<file path="config.mk">
export PLATFORM = sky130hd
export DESIGN_NAME = wb_complete_arbiter
export DESIGN_NICKNAME = d
export VERILOG_FILES = /design/src/rtl/wb_complete_arbiter.sv
export SDC_FILE = /design/constraint.sdc
export NUM_CORES = 1
export LEC_CHECK = 0
export CORE_ASPECT_RATIO = 1.4
export CORE_MARGIN = 2
export CORE_UTILIZATION = 57
export DETAILED_ROUTE_END_ITERATION = 10
export PLACE_DENSITY = 0.89
export SLEW_MARGIN = 20
export SYNTH_ARGS = -nofsm -noshare
export SYNTH_HDL_FRONTEND = slang
export SYNTH_SLANG_ARGS = --single-unit
</file>
<file path="constraint.sdc">
create_clock -name clk -period 11.9 [get_ports clk]
set_input_delay 2.38 -clock clk [delete_from_list [all_inputs] [get_ports clk]]
set_output_delay 2.38 -clock clk [all_outputs]
set_load 0.03 [all_outputs]
</file>
<file path="src/rtl/wb_complete_arbiter.sv">
// wb_complete_arbiter: per-FU completion FIFOs, wakeup broadcast, round-robin ROB completion and branch squash
module wb_complete_arbiter #(
  parameter int DEPTH  = 4,
  parameter int TAG_W  = 5,
  parameter int PREG_W = 7
) (
  input  logic              clk,
  input  logic              reset,
  input  logic              alu_valid,
  output logic              alu_ready,
  input  logic [PREG_W-1:0] alu_pd,
  input  logic              alu_pd_we,
  input  logic [TAG_W-1:0]  alu_rob_tag,
  input  logic              br_valid,
  output logic              br_ready,
  input  logic [PREG_W-1:0] br_pd,
  input  logic              br_pd_we,
  input  logic [TAG_W-1:0]  br_rob_tag,
  input  logic              br_mispredict,
  input  logic              lsu_valid,
  output logic              lsu_ready,
  input  logic [PREG_W-1:0] lsu_pd,
  input  logic              lsu_pd_we,
  input  logic [TAG_W-1:0]  lsu_rob_tag,
  input  logic [TAG_W-1:0]  rob_head,
  output logic [PREG_W-1:0] preg1_rdy,
  output logic [PREG_W-1:0] preg2_rdy,
  output logic [PREG_W-1:0] preg3_rdy,
  output logic              preg1_valid,
  output logic              preg2_valid,
  output logic              preg3_valid,
  output logic              complete_out,
  output logic [TAG_W-1:0]  rob_fu_tag,
  output logic              mispredict,
  output logic [TAG_W-1:0]  mispredict_tag
);
  localparam int AW = $clog2(DEPTH);
  localparam int CW = AW + 1;
  logic [2:0]        valid_in, we_in, mp_in;
  logic [TAG_W-1:0]  tag_in [3];
  logic [PREG_W-1:0] pd_in [3];
  logic [TAG_W-1:0]  tag_q [3][DEPTH];
  logic [DEPTH-1:0]  mp_q [3];
  logic [DEPTH-1:0]  live_q [3];
  logic [DEPTH-1:0]  squash [3];
  logic [AW-1:0]     rd_q [3];
  logic [AW-1:0]     wr_q [3];
  logic [CW-1:0]     cnt_q [3];
  logic [1:0]        rr_q, win;
  logic [2:0]        ready, hs, head_live, pop, push, wake, cand;
  logic              win_any, flush;
  logic [TAG_W-1:0]  win_tag, br_age;
  logic [PREG_W-1:0] pr_q [3];
  logic [2:0]        pv_q;
  assign valid_in = {lsu_valid, br_valid, alu_valid};
  assign we_in = {lsu_pd_we, br_pd_we, alu_pd_we};
  assign mp_in = {1'b0, br_mispredict, 1'b0};
  assign tag_in[0] = alu_rob_tag;
  assign tag_in[1] = br_rob_tag;
  assign tag_in[2] = lsu_rob_tag;
  assign pd_in[0] = alu_pd;
  assign pd_in[1] = br_pd;
  assign pd_in[2] = lsu_pd;
  assign {lsu_ready, br_ready, alu_ready} = ready;
  assign {preg3_valid, preg2_valid, preg1_valid} = pv_q;
  assign preg1_rdy = pr_q[0];
  assign preg2_rdy = pr_q[1];
  assign preg3_rdy = pr_q[2];
  always_comb begin
    win_any = 1'b0;
    win = 2'd0;
    cand = 3'd0;
    for (int i = 0; i < 3; i++) begin
      ready[i] = cnt_q[i] < CW'(DEPTH);
      hs[i] = valid_in[i] && ready[i];
      head_live[i] = cnt_q[i] != '0 && live_q[i][rd_q[i]];
      wake[i] = hs[i] && we_in[i] && pd_in[i] != '0;
    end
    for (int k = 0; k < 3; k++) begin
      cand = {1'b0, rr_q} + 3'(k);
      cand = cand >= 3'd3 ? cand - 3'd3 : cand;
      if (!win_any && head_live[cand]) begin
        win_any = 1'b1;
        win = cand[1:0];
      end
    end
    win_tag = tag_q[win][rd_q[win]];
    flush = win_any && mp_q[win][rd_q[win]];
    br_age = win_tag - rob_head;
    // ages are measured from the ROB head so the comparison survives tag wrap
    for (int i = 0; i < 3; i++) begin
      pop[i] = (cnt_q[i] != '0 && !live_q[i][rd_q[i]]) || (win_any && win == 2'(i));
      push[i] = hs[i] && !(flush && TAG_W'(tag_in[i] - rob_head) > br_age);
      for (int j = 0; j < DEPTH; j++)
        squash[i][j] = flush && TAG_W'(tag_q[i][j] - rob_head) > br_age;
    end
  end
  always_ff @(posedge clk) begin
    for (int i = 0; i < 3; i++) begin
      live_q[i] <= live_q[i] & ~squash[i];
      if (push[i]) begin
        tag_q[i][wr_q[i]] <= tag_in[i];
        mp_q[i][wr_q[i]] <= mp_in[i];
        live_q[i][wr_q[i]] <= 1'b1;
      end
    end
  end
  always_ff @(posedge clk or negedge reset) begin
    if (!reset) begin
      for (int i = 0; i < 3; i++) begin
        rd_q[i] <= '0;
        wr_q[i] <= '0;
        cnt_q[i] <= '0;
        pr_q[i] <= '0;
      end
      pv_q <= '0;
      rr_q <= '0;
      complete_out <= 1'b0;
      rob_fu_tag <= '0;
      mispredict <= 1'b0;
      mispredict_tag <= '0;
    end else begin
      for (int i = 0; i < 3; i++) begin
        rd_q[i] <= rd_q[i] + AW'(pop[i]);
        wr_q[i] <= wr_q[i] + AW'(push[i]);
        cnt_q[i] <= cnt_q[i] + CW'(push[i]) - CW'(pop[i]);
        if (wake[i]) pr_q[i] <= pd_in[i];
      end
      pv_q <= wake;
      complete_out <= win_any;
      mispredict <= flush;
      if (win_any) begin
        rob_fu_tag <= win_tag;
        rr_q <= win == 2'd2 ? 2'd0 : win + 2'd1;
      end
      if (flush) mispredict_tag <= win_tag;
    end
  end
endmodule

</file>
## Word level (Yosys, flattened, before mapping)

Memories as Yosys holds them, arrays and structs flattened.
Cells that the tools add are included.

| word-level totals | value |
|---|---|
| bits in registers | 59 |
| output and inout bits | 39 |
| word-level logic and storage cells | 248 |
| memory bits (writable) | 84 |
| memories kept | 3 |
| bits of input ports | 50 |

Memories:

| name | depth | width | rd ports | clocked after Yosys merged registers in | wr ports | line | text |
|---|---|---|---|---|---|---|---|
| tag_q | 3 | 20 | 4 | 0 | 3 | 42 | `logic [TAG_W-1:0] tag_q [3][DEPTH];` |
| live_q | 3 | 4 | 3 | 0 | 3 | 44 | `logic [DEPTH-1:0] live_q [3];` |
| mp_q | 3 | 4 | 1 | 0 | 3 | 43 | `logic [DEPTH-1:0] mp_q [3];` |

| cells by class | value |
|---|---|
| $lt $le $gt $ge | 42 |
| $add $sub $neg | 34 |
| reductions and logical operators | 63 |
| equality and inequality tests | 2 |
| muxes and demuxes | 63 |
| bitwise operators | 23 |

Operator list:

| operator | number |
|---|---|
| $sub 5x5->5 | 16 |
| $gt 5x5->1 | 15 |
| $mux 20 | 3 |
| $logic_and 1x1->1 | 45 |
| $demux 5 s2 | 3 |
| $mux 1 | 28 |
| $mux 5 | 5 |
| $lt 2x3->1 const B | 7 |
| $reduce_bool 7->1 | 3 |
| $lt 3x3->1 const B | 6 |
| $ge 3x3->1 const B | 5 |
| $not 2->3 | 5 |
| $bmux 1 s2 | 7 |
| $add 2x1->2 | 6 |
| $and 4x4->4 | 3 |
| $mux 2 | 6 |
| $mux 4 | 3 |
| $not 4->4 | 3 |
| $or 1x1->1 const A | 12 |
| $bmux 5 s2 | 1 |
| $add 3x1->3 | 3 |
| $lt 3x1->1 const B | 3 |
| $mux 3 | 3 |
| $reduce_bool 3->1 | 3 |
| 16 further kinds | 33 |

## Logic depth before layout (Yosys ltp)

Gate-level depths: netlist (run 1).
An unclocked memory read counts as a cell.

| depth | value |
|---|---|
| depth in word-level cells | 29 |
| gate-level depth with buffers | 31 |
| mapped depth without buffers | 29 |

## Least setup slack after synthesis (run 1)

OpenSTA, ideal clock, no wires.

| timing path | value |
|---|---|
| path type | input port to flip-flop |
| start point | in rob_head[1] |
| end point | reg cnt_q[5] (netlist bit) |
| path slack | 5063 ps |
| arrival time | 6714 ps |
| buffers on the path | 2 |
| stages on the path | 18 |
| library setup time | 123 ps |
| required time | 11777 ps |
| cell sequence | inv_1 -> ha_1 -> nor2b_1 -> o21a_1 -> or3_1 -> clkbuf_1 -> a211oi_1 -> nor3b_1 -> a221o_1 -> a311o_1 -> clkbuf_1 -> ha_1 -> inv_1 -> ha_1 -> inv_1 -> fa_1 -> xnor2_1 -> xnor2_1 |

| on the way | value |
|---|---|
| word-level cells in the longest chain between the ends | 7 |
| elaborated cells between the ends (all ways) | 8 |
| classes of those cells | 4 x add/sub; 1 x order compare; 3 x reduce/logical |

Ends and longest elaborated chain:

| element | line | text |
|---|---|---|
| start, declared | 25 | `input logic [TAG_W-1:0] rob_head,` |
| $sub 5x5->5 (on tied branches) | 93, 89 |  |
| $gt 5x5->1 (*) | 93 | `push[i] = hs[i] && !(flush && TAG_W'(tag_in[i] - rob_head) > br_age);` |
| $logic_and 1x1->1 (*) | 93 |  |
| $logic_not 1->1 (*) | 93 |  |
| $logic_and 1x1->1 (*) | 93 |  |
| $add 3x1->3 (*) | 126 | `cnt_q[i] <= cnt_q[i] + CW'(push[i]) - CW'(pop[i]);` |
| $sub 3x1->3 (*) | 126 |  |
| end signal, assigned by index | 126 |  |
| end, declared | 48 | `logic [CW-1:0] cnt_q [3];` |

Every way passes the cells marked *; elsewhere a longest branch is shown, timed or not.
A chain may end at the register's enable or synchronous reset.

## Final worst setup path (run 1)

| timing path | value |
|---|---|
| start point | reg rd_q[2] (netlist bit) |
| end point | reg cnt_q[5] (netlist bit) |

| on the way | value |
|---|---|
| word-level cells in the longest chain between the ends | 27 |
| elaborated cells between the ends (all ways) | 44 |
| classes of those cells | 3 x add/sub; 1 x order compare; 1 x eq/ne; 22 x mux; 2 x bitwise; 13 x reduce/logical; 2 x memory |

Ends and longest elaborated chain:

| element | line | text |
|---|---|---|
| start, declared | 46 | `logic [AW-1:0] rd_q [3];` |
| start signal, assigned by index | 124 | `rd_q[i] <= rd_q[i] + AW'(pop[i]);` |
| $bmux 1 s2 | 76, 92 |  |
| $mux 1 (implied by the code) | 76, 92 |  |
| $logic_and 1x1->1 | 76 | `head_live[i] = cnt_q[i] != '0 && live_q[i][rd_q[i]];` |
| $bmux 1 s2 | 82 | `if (!win_any && head_live[cand]) begin` |
| $mux 1 (implied by the code) | 82 |  |
| $mux 1 | 82 |  |
| $logic_not 1->1 | 82 |  |
| $logic_and 1x1->1 | 82 |  |
| (+10 left out) | -- |  |
| $mux 5 (implied by the code) (2 in series) | 87 | `win_tag = tag_q[win][rd_q[win]];` |
| $sub 5x5->5 | 89 | `br_age = win_tag - rob_head;` |
| $gt 5x5->1 | 93 |  |
| $logic_and 1x1->1 | 93 |  |
| $logic_not 1->1 | 93 |  |
| $logic_and 1x1->1 | 93 |  |
| $add 3x1->3 | 126 |  |
| $sub 3x1->3 (*) | 126 |  |

Every way passes the cells marked *; elsewhere a longest branch is shown, timed or not. The select of a mux whose other input is x is not followed.

==> results_dict.tcl, run 1 <==
set metrics [dict create \
    status "completed" \
    async_flop_share_pct 43.7 \
    cts_root_buf "clkbuf_16" \
    cts_max_path_buffers 2 \
    via_per_inst 6.23 \
    clk_pin_slew_ns 0.06 \
    vias 7344 \
    overflow 0 \
    wl_per_cell_um 21.4 \
    routed_wl_um 25200 \
    fmax_ghz 0.127 \
    reg2reg_from "rd_q[2]" \
    yosysTopAreaCell "edfxtp_1" \
    die_w_um 114 \
    gp_congestion 0.916 \
    tritoncts "done" \
    htree_levels 4 \
    post-route-min-period_ns 7.89 \
    cts_hold_buf 0 \
    r2r_slack_ns 4.01 \
    firstDrtPassIters 5 \
    hp-class "reg -> reg" \
    utilization_pct 68.0 \
    insertion_delay_ns 0.42 \
    crit_arrival_ns 8.18 \
    final_area_um2 11300 \
    setup_viol 0 \
    ys_top_cells_by_area "edfxtp_1 20%, ha_1 18%, dfrtp_1 15%, xnor2_1 5.1%, mux2_2 4.3%" \
    hold_ws_ns 0.457 \
    cp-end-kind "flop" \
    synth_ff_type "edfxtp_1" \
    start_util_pct 57.7 \
    dp_hpwl_um 18600 \
    synth_edf_count 64 \
    synth_most_common_cell "ha_1" \
    worstPathMaxFanout 25 \
    rsz0062_at_grt "no" \
    grt_pass1_vias 7645 \
    clock_sinks 135 \
    drt_iter0_drc 622 \
    synth_common_cells "138 x ha_1, 96 x inv_1, 64 x edfxtp_1, 59 x dfrtp_1, 56 x xnor2_1" \
    cap_violations 0 \
    r2r_cells 27 \
    drive_gt1_share_pct 9.03 \
    holdPathEnd "live_q[2][2]" \
    cts_made_buffers 17 \
    nNetsFinal 1169 \
    tightest_slew_ns 1.03 \
    synth_area_um2 9620 \
    die-area_um2 17900 \
    synth_top_cell_area_share_pct 20.0 \
    ctsResizeCount 0 \
    timing.rr.end "cnt_q[5]" \
    final_max_slew_viol_count 0 \
    ant_nets 0 \
    cts_setup_buffers 0 \
    placed_area_um2 10700 \
    drc 0 \
    antenna_found_initial 0 \
    synthesis.nets 1072 \
    grt_max_degree 60 \
    min_from "live_q[2][2]" \
    core_um2 16700 \
    crit_type "reg -> reg" \
    finalCritPeriodShare_pct 66.3 \
    cp-start-kind "flop" \
    grt.total_usage_pct 29.1 \
    antennaDiodeCount 0 \
    yosys_warnings 0 \
    ys_types 60 \
    synth_area_per_cell_um2 11.1 \
    grt_pass1_wl_um 39500 \
    hold_viol 0 \
    final.setup.tns_ns 0 \
    row_count 56 \
    crit_required_ns 12.20 \
    io_buffers 88 \
    fin_skew_ns 0.0100 \
    synth_seq_area_share_pct 37.8 \
    relSlewSlack_pct 31.5 \
    die_h_um 158 \
    min_path_cells 2 \
    ys_ff_latch 135 \
    areaGrowthSynthToFinish_pct 18.0 \
    io_pins 89 \
    syn_inst 865 \
]
## sequential cells by signal, indices dropped and copies added (netlist names), 5 cells and up
name and flops:
preg3_rdy 7, wr_q 6, preg2_rdy 7, mispredict_tag 5, rob_fu_tag 5, rd_q 6, cnt_q 9, preg1_rdy 7
tag_q 60, live_q 12
## cell usage in the layout, fill, tap and decap left out, types with 20 or more instances in the layout
cell type          n
ha_1             138
inv_1             96
clkdlybuf4s50_1   87
edfxtp_1          64
dfrtp_1           59
xnor2_1           55
mux2_2            37
a21oi_1           36
a21o_1            35
nand2_1           32
o21ai_0           30
xor2_1            26
clkbuf_16         20
## metal layers
layer | global-route usage [%] | vias up | share of wire [%]
met5 | 0 | - | 0
met4 | 20.3 | 0 | 7.1
met3 | 4.82 | 123 | 6.9
met2 | 50.4 | 362 | 50
met1 | 32.7 | 3487 | 36
li1 | - | 3372 | -
## critical path, cell delays in order (launching register included)
cell	delay, ns
dfrtp_1	0.48
mux4_2	0.55
nand2b_1	0.09
buf_4	0.28
o2111ai_4	0.43
mux2_1	0.48
mux2i_1	0.15
buf_4	0.25
mux2i_1	0.21
mux2_2	0.21
inv_1	0.06
ha_1	0.20
fa_1	0.42
xor2_1	0.77
buf_4	0.35
ha_1	0.27
a21o_1	0.19
nor3_1	0.21
o31ai_1	0.13
a221o_1	0.32
a311o_1	0.48
ha_1	0.32
inv_1	0.06
ha_1	0.14
inv_1	0.05
fa_1	0.37
xnor2_1	0.14
xnor2_1	0.13
## kinds of logic after synthesis
group | share of synthesized area [%]
AND/OR/NAND/NOR | 5.91
AO/OA/AOI/OAI | 14.5
buffers and inverters | 4.73
flip-flops | 37.8
adder cells (fa/ha/maj) | 23.0
XOR/XNOR | 7.47
multiplexers | 6.50
## worst max path at each step
stage               slack, ns        start  depth (start not counted)        to
finish                   4.01      rd_q[2]                         27  cnt_q[5]
global route             3.66      rd_q[2]                         27  cnt_q[5]
CTS                      4.16      rd_q[2]                         27  cnt_q[5]
detailed placement       4.24  rob_head[2]                         18  cnt_q[5]
global placement         3.97  rob_head[2]                         20  cnt_q[5]
floorplan                5.06  rob_head[1]                         18  cnt_q[5]
## metrics by stage
stage                     std cells  setup slack (ns)
after floorplan                 865              5.06
after global placement         1146              3.97
after detailed placement       1146              4.24
after CTS                      1178              4.16
after global routing           1178              3.66
final                          1178              4.01
## final cells by class
class | count | area [µm²]
inverter | 97 | 364
clock buffer | 23 | 512
timing repair buffer | 99 | 958
sequential | 135 | 3640
fill | 1134 | 5330
tap | 203 | 254
clock inverter | 9 | 86.3
multi-input combinational | 612 | 5530
Power of run 1 is not shown: default switching activity piles up to over one toggle a cycle in this logic, so the estimate is an artifact.
==> run 2: changes to the inputs <==
==> constraint.sdc (replaced) <==
create_clock -name clk -period 7.4 [get_ports clk]
set_input_delay 1.48 -clock clk [delete_from_list [all_inputs] [get_ports clk]]
set_output_delay 1.48 -clock clk [all_outputs]
set_load 0.03 [all_outputs]
==> results_dict.tcl, run 2 (same netlist as run 1, synthesis figures left out) <==
set metrics [dict create \
    wl_per_cell_um 22.1 \
    cts_made_buffers 17 \
    tightest_slew_ns 1.06 \
    crit_type "reg -> reg" \
    vias 7533 \
    drc 0 \
    cts_root_buf "clkbuf_16" \
    cts_setup_buffers 0 \
    worst_slack_ns 0.515 \
    crit_arrival_ns 7.20 \
    fmax_ghz 0.145 \
    gp_congestion 0.963 \
    final_max_slew_viol_count 0 \
    final_area_um2 11400 \
    cp-start-kind "flop" \
    cap_violations 0 \
    grt_pass1_wl_um 41100 \
    largest_register_ffs 60 \
    io_buffers 88 \
    routed_wl_um 26100 \
    die_h_um 158 \
    cts_max_path_buffers 2 \
    io_pins 89 \
    cts_hold_buf 0 \
    slowest_delay_ns 0.55 \
    clock_sinks 135 \
    row_count 56 \
    antennaDiodeCount 0 \
    grt_pass1_vias 7854 \
    hold_viol 0 \
    min_from "live_q[2][0]" \
    firstDrtPassIters 5 \
    status "completed" \
    die_w_um 114 \
    worstPathMaxFanout 24 \
    start_util_pct 57.7 \
    fin_skew_ns 0.00728 \
    htree_levels 4 \
    hp-class "reg -> reg" \
    final.setup.tns_ns 0 \
    crit_start "rd_q[2]" \
    detailedPlace.worstSlack_ns 0.485 \
    tritoncts "done" \
    setup_viol 0 \
    drive_gt1_share_pct 9.70 \
    worst_path_max_delay_cell "mux4_2" \
    via_per_inst 6.37 \
    dp_hpwl_um 19300 \
    areaGrowthSynthToFinish_pct 18.6 \
    ant_nets 0 \
    path_delay_family "adder cells" \
    overflow 0 \
    mostFrequentLayoutCells "138 x ha_1, 96 x inv_1, 87 x clkdlybuf4s50_1, 64 x edfxtp_1, 59 x dfrtp_1" \
    core_um2 16700 \
    rsz0062_at_grt "no" \
    post-route-min-period_ns 6.88 \
    cp_num_buf_inv 6 \
    drt_iter0_drc 574 \
    insertion_delay_ns 0.43 \
    antenna_found_initial 0 \
    placed_area_um2 10800 \
    crit_required_ns 7.72 \
    clk_pin_slew_ns 0.06 \
    die-area_um2 17900 \
    reg2reg_from "rd_q[2]" \
    relSlewSlack_pct 28.9 \
    nNetsFinal 1173 \
    grt.total_usage_pct 30.5 \
    grt_max_degree 60 \
    fillers 1166 \
    finalCritPeriodShare_pct 93.0 \
    final_common_cell "ha_1" \
    cp-end-kind "flop" \
]
-- run 2: cell count changes in the layout (fill, tap and decap cells not counted) --
cell / before / now
clkbuf_1: 3 / 1
o21ai_1: 2 / 1
bufinv_16: 1 / 4
clkinv_4: 3 / 4
clkbuf_16: 20 / 17
inv_8: 0 / 1
buf_4: 11 / 15
clkinvlp_4: 0 / 2
clkinv_2: 3 / 2
inv_4: 1 / 0
o21ai_2: 1 / 2
-- run 2: path summary, 6_finish.rpt --
kind / to / cells after the start / slack, ns
max: cnt_q[8] / 26 / 0.52
min: live_q[2][0] / 2 / 0.46
max reg2reg: cnt_q[8] / 26 / 0.52
min reg2reg: live_q[2][0] / 2 / 0.46
max in group asynchronous: wr_q[0] / 2 / 5.69
min in group asynchronous: mispredict_tag[2] / 2 / 1.20
-- run 2: tightest hold or removal path: cells and delay by family (launching register included) --
| kind | cells | cell delay [ns] |
|---|---|---|
| buf+inv | 1 | 0.05 |
| flops | 1 | 0.31 |
| compound gates | 1 | 0.05 |
-- run 2: per-stage QoR --
stage          hold slack, ns  util (%)  cells
2_1_floorplan           0.426         -    865
3_3_place_gp            0.450      64.6   1150
3_5_place_dp            0.447      64.6   1150
4_1_cts                 0.456      68.4   1182
5_1_grt                 0.494      68.4   1182
6_report                0.462      68.4   1182
-- run 2: final cells by class --
class | count | area (µm²) | share of cell area (%)
clock buffers | 18 | 429 | 3.76
well taps | 203 | 254 | 2.23
multi-input cells | 612 | 5540 | 48.5
flip-flops and latches | 135 | 3640 | 31.9
inverters | 97 | 364 | 3.19
repair buffers | 103 | 988 | 8.66
clock inverters | 14 | 200 | 1.75
-- run 2: timing repair --
action                     4_1_cts  5_1_grt
gates resized for setup          0        2
setup endpoints to repair        0        3
hold endpoints to repair         0        0
-- run 2: routing by layer --
metal  vias up  global-route usage (%)  share of wire [%]
li1       3378                       -                  -
met1      3648                    34.5                 36
met2       392                    52.4                 50
met3       115                    5.63                7.4
met4         0                    20.5                6.8
met5         -                       0                  0
Power of run 2 is left out for the same reason.
